**config.mk**
```make
export PLATFORM = sky130hd
export DESIGN_NAME = uart_fifo
export DESIGN_NICKNAME = d
export VERILOG_FILES = /design/src/rtl/uart_fifo_pkg.sv /design/src/rtl/uart_fifo_ram.sv /design/src/rtl/uart_fifo.sv
export SDC_FILE = /design/constraint.sdc
export NUM_CORES = 1
export LEC_CHECK = 0
export CORE_MARGIN = 2
export CORE_UTILIZATION = 45
export CTS_CLUSTER_SIZE = 12
export DETAILED_ROUTE_END_ITERATION = 12
export DONT_BUFFER_PORTS = 1
export PLACE_DENSITY = 0.66
export SYNTH_ARGS = -nofsm -noshare
export SYNTH_HDL_FRONTEND = slang
export SYNTH_HIERARCHICAL = 1
export SYNTH_SLANG_ARGS = --single-unit
```
**constraint.sdc**
```tcl
create_clock -name CLK -period 5 [get_ports CLK]
set_input_delay 1 -clock CLK [delete_from_list [all_inputs] [get_ports CLK]]
set_output_delay 1 -clock CLK [all_outputs]
set_load 0.02 [all_outputs]
```
**src/rtl/uart_fifo_pkg.sv**
```systemverilog
// Shared helpers for the UART datapath FIFO.
package uart_fifo_pkg;

  // Pointer width: address bits plus one wrap bit.
  function automatic int ptr_w(input int depth);
    return $clog2(depth) + 1;
  endfunction

endpackage

```
**src/rtl/uart_fifo_ram.sv**
```systemverilog
// FIFO storage: one synchronous write port, one asynchronous read port, no reset.
module uart_fifo_ram #(
  parameter int W     = 9,
  parameter int DEPTH = 16,
  localparam int AW   = $clog2(DEPTH)
) (
  input  logic          CLK,
  input  logic          we,
  input  logic [AW-1:0] waddr,
  input  logic [W-1:0]  wdata,
  input  logic [AW-1:0] raddr,
  output logic [W-1:0]  rdata
);

  logic [W-1:0] mem [DEPTH];

  always_ff @(posedge CLK)
    if (we) mem[waddr] <= wdata;

  assign rdata = mem[raddr];

endmodule

```
**src/rtl/uart_fifo.sv**
```systemverilog
// Parametrised UART FIFO: data+parity entries, occupancy, threshold and sticky error flags,
// synchronous flush and registered or first-word-fall-through read.
module uart_fifo
  import uart_fifo_pkg::*;
#(
  parameter int DATA_W   = 8,
  parameter int DEPTH    = 16,
  parameter int AF_LEVEL = DEPTH - 2,
  parameter int AE_LEVEL = 2,
  parameter bit FWFT     = 1'b0
) (
  input  logic                   CLK,
  input  logic                   RST,
  input  logic                   CLR,
  input  logic                   WR_EN,
  input  logic [DATA_W-1:0]      WR_DATA,
  input  logic                   WR_PARITY,
  input  logic                   RD_EN,
  output logic [DATA_W-1:0]      RD_DATA,
  output logic                   RD_PARITY,
  output logic                   RD_VALID,
  output logic                   EMPTY,
  output logic                   FULL,
  output logic                   ALMOST_FULL,
  output logic                   ALMOST_EMPTY,
  output logic [$clog2(DEPTH):0] LEVEL,
  output logic                   OVERFLOW,
  output logic                   UNDERFLOW
);

  localparam int PW = ptr_w(DEPTH);
  localparam int AW = PW - 1;

  typedef struct packed {
    logic              parity;
    logic [DATA_W-1:0] data;
  } entry_t;

  logic [PW-1:0] wr_ptr, rd_ptr, level;
  logic          empty, full, rd_acc, wr_acc;
  entry_t        wr_entry, head;

  // Wrap bit makes the difference exact across the full 0..DEPTH range.
  assign level = wr_ptr - rd_ptr;
  assign empty = (level == '0);
  assign full  = (level == PW'(DEPTH));

  // A flush cycle accepts nothing; a pop frees the slot for a write at FULL.
  assign rd_acc = RD_EN && !empty && !CLR;
  assign wr_acc = WR_EN && (!full || rd_acc) && !CLR;

  always_ff @(posedge CLK or negedge RST) begin
    if (!RST) begin
      wr_ptr    <= '0;
      rd_ptr    <= '0;
      OVERFLOW  <= 1'b0;
      UNDERFLOW <= 1'b0;
    end else if (CLR) begin
      wr_ptr    <= '0;
      rd_ptr    <= '0;
      OVERFLOW  <= 1'b0;
      UNDERFLOW <= 1'b0;
    end else begin
      if (wr_acc) wr_ptr <= wr_ptr + 1'b1;
      if (rd_acc) rd_ptr <= rd_ptr + 1'b1;
      if (WR_EN && !wr_acc) OVERFLOW  <= 1'b1;
      if (RD_EN && empty)   UNDERFLOW <= 1'b1;
    end
  end

  assign wr_entry = '{parity: WR_PARITY, data: WR_DATA};

  uart_fifo_ram #(.W(DATA_W + 1), .DEPTH(DEPTH)) u_ram (
    .CLK   (CLK),
    .we    (wr_acc),
    .waddr (wr_ptr[AW-1:0]),
    .wdata (wr_entry),
    .raddr (rd_ptr[AW-1:0]),
    .rdata (head)
  );

  assign EMPTY        = empty;
  assign FULL         = full;
  assign LEVEL        = level;
  assign ALMOST_FULL  = (level >= PW'(AF_LEVEL));
  assign ALMOST_EMPTY = (level <= PW'(AE_LEVEL));

  generate
    if (FWFT) begin : g_fwft
      // Head is forced to zero while empty so unwritten storage never leaks out.
      assign RD_VALID  = !empty;
      assign RD_DATA   = empty ? '0 : head.data;
      assign RD_PARITY = empty ? 1'b0 : head.parity;
    end else begin : g_reg
      logic [1:0] vld_pipe;
      entry_t     rd_q;

      assign vld_pipe[0] = rd_acc;

      always_ff @(posedge CLK or negedge RST) begin
        if (!RST) begin
          vld_pipe[1] <= 1'b0;
          rd_q        <= '0;
        end else if (CLR) begin
          vld_pipe[1] <= 1'b0;
        end else begin
          vld_pipe[1] <= vld_pipe[0];
          if (rd_acc) rd_q <= head;
        end
      end

      assign RD_VALID  = vld_pipe[1];
      assign RD_DATA   = rd_q.data;
      assign RD_PARITY = rd_q.parity;
    end
  endgenerate

endmodule

```
==> reports/qor.yml <==
placement:
  io_buffers: 0
  dpl.hpwl_mm: 8.82
  place_ws_ns: 0.934
  globalplace.congestion: 0.793
layout:
  layout-drive-gt1-share_pct: 20.8
  final_common_cell: "edfxtp_1"
  areaGrowthSynthToFinish_pct: 11.1
  nets: 417
  final_cell_mix: "edfxtp_1 (144), nor2_1 (31), dfrtp_1 (21), mux4_2 (21), a22oi_1 (19)"
  fin_util_pct: 51.0
  diodes: 0
  fillers: 1194
yosys:
  synth_edf_count: 144
  yosys.area.top_type_share_pct: 61.9
  syn-cell-area_um2: 6980
  ys_ff_latch: 166
  avgSynthCellArea_um2: 18.3
  synth_top_area_cell: "edfxtp_1"
  synthFlopType: "edfxtp_1"
  ys_async_sr_fraction_pct: 13.3
  yosysSeqAreaShare_pct: 69.8
  yosysWarnings: 6
  syn-num-nets: 403
  ys_top_cells_by_area: "edfxtp_1 (62%), dfrtp_1 (7.9%), mux4_2 (6.8%), mux4_1 (5.6%), mux2_2 (2.1%)"
  ys_types: 51
  synthCells: 382
power_and_ir_drop:
  p_per_area_nw_per_um2: 529
  leakage_uw: 0.00259
  peakVddDrop_v: 0.000276
critical_path:
  path_class: "reg2out"
  crit_arrival_ns: 3.50
  crit_fanout: 15
  worstPathRequired_ns: 4.00
  endpoint_kind: "primary output"
  r2r_cells: 9
  startpoint_type: "flop"
timing:
  rsz0062_at_grt: "false"
  finalClockSkew_ns: 0.0187
  fin_setup_tns_ns: 0
  hold_viol: 0
  clock.fmax_mhz: 222
  relSlewSlack_pct: 31.5
  fin_ws_ns: 0.496
  worst_pin_slew_ns: 1.02
  fin_crit_ns: 4.50
  final-max-slew-violation-count: 0
  setup_violations: 0
  min_period_over_period_pct: 90.1
route:
  viasPerCell: 6.06
  wire_per_inst_um: 23.3
  drtIter0Drc: 354
  dr_total_vias: 3618
  totalWireLength_mm: 13.9
  first_pass_iters: 5
  ant_nets: 0
  drcViolationCount: 0
floorplanning:
  initial_utilization_pct: 45.9
  core_um2: 15200
  die_w_um: 129
  rows: 45
  ioPinCount: 35
  die_area_um2: 16500
  die_h_um: 129
flow_run:
  maxCapViolCount: 0
cts:
  cts-root-buf: "clkbuf_16"
  cts_buffers: 17
  clkTransAtPathRegs_ns: 0.06
  cts_resized: 0
  hold_buffers: 0
  clk_latency_ns: 0.43
  tritoncts: "built"
  clockBufferDepth: 2
  htreeDepth: 4
  post_cts_buffers: 0
  clock-sinks: 166
status:
  status: "complete, no violations"
global_route:
  grt_start_max_net_pins: 41
  grt_util_all_layers_pct: 17.9
  grt_first_pass_wirelength_mm: 21.2
  grt_pass1_vias: 3686
  overflow: 0
  antenna_found_initial: 0
hold_path:
  hold_class: "in2async"
[logic make-up after synthesis]
kind of cell | after synthesis | synth area share [%]
muxes | 51 | 14.9
AOI/OAI and AO/OA | 44 | 4.91
DFF | 166 | 69.8
buffers and inverters | 28 | 2.47
xor gates and xnor gates | 4 | 0.717
and+or+nand+nor | 82 | 5.79
adders and majority gates | 7 | 1.36
[per-stage QoR]
step | cells | area, µm² | total power (µW) | hold slack (ns)
2_1_floorplan | 382 | 6980 | 2650 | 0.599
3_3_place_gp | 565 | 7180 | 2850 | 0.622
3_5_place_dp | 565 | 7180 | 2870 | 0.626
4_1_cts | 597 | 7760 | 4130 | 0.251
5_1_grt | 597 | 7760 | 4290 | 0.248
6_report | 597 | 7760 | 4100 | 0.261
[state kept, by name (all words and copies together), names as in the netlist]
register and flops:
UNDERFLOW 1, RD_VALID 1, RD_PARITY 1, OVERFLOW 1
u_ram/mem 144, rd_ptr 5, wr_ptr 5, RD_DATA 8
[cell usage after synthesis (2+ instances only)]
library cell	n
edfxtp_1	144
nor2_1	31
dfrtp_1	22
mux4_2	21
a22oi_1	19
nand2_1	18
mux4_1	15
mux2_2	13
inv_1	10
ha_1	6
nor3_1	6
a21oi_1	5
nand3_1	5
a41oi_1	4
buf_2	4
clkbuf_1	4
nor2b_1	4
o2111ai_1	4
or4_1	4
a31oi_1	3
buf_6	3
nand2b_1	3
nand3b_1	3
nand4_1	2
o211ai_1	2
xor2_1	2
[path summary, 6_finish.rpt]
check                                       from                         to  slack, ns
min reg2reg                UNDERFLOW$_DFFE_PN0P_      UNDERFLOW$_DFFE_PN0P_       0.63
max                        wr_ptr[0]$_DFFE_PN0P_               ALMOST_EMPTY       0.50
min in group CLK                             CLR       OVERFLOW$_DFFE_PN0P_       0.63
max reg2reg                wr_ptr[0]$_DFFE_PN0P_  u_ram/mem[2][2]$_DFFE_PP_       0.91
max in group asynchronous                    RST      rd_ptr[0]$_DFFE_PN0P_       4.64
min                                          RST      rd_ptr[3]$_DFFE_PN0P_       0.26
[layer usage]
metal | track usage [%] | routed length (µm)
met5 | 0 | 0
met2 | 30.3 | 7130
met4 | 7.35 | 265
met1 | 21.4 | 5690
met3 | 5.82 | 814
[where the power goes]
part	internal, µW	switching (µW)
registers	1600	124
clock network	772	492
logic	460	657
total	2830	1270
[final cells by class]
| type | instances | area [µm²] | share of cell area (%) |
|---|---|---|---|
| inverters | 11 | 41.3 | 0.532 |
| clock inverters | 8 | 100 | 1.29 |
| well taps | 188 | 235 | 3.03 |
| multi-input cells | 188 | 1940 | 24.9 |
| clock buffers | 24 | 482 | 6.21 |
| flip-flops and latches | 166 | 4880 | 62.8 |
| repair buffers | 12 | 90.1 | 1.16 |
[worst max-delay path: stages, from the launching register on]
cell and delay (ns):
dfrtp_1 0.56, inv_1 0.09, ha_1 0.24, fa_1 0.43, nand2b_1 0.17, a21oi_1 0.21
xor2_2 0.54, inv_2 0.27, a2111oi_1 0.37, buf_4 0.21
Power figures use the tool's default switching activity.
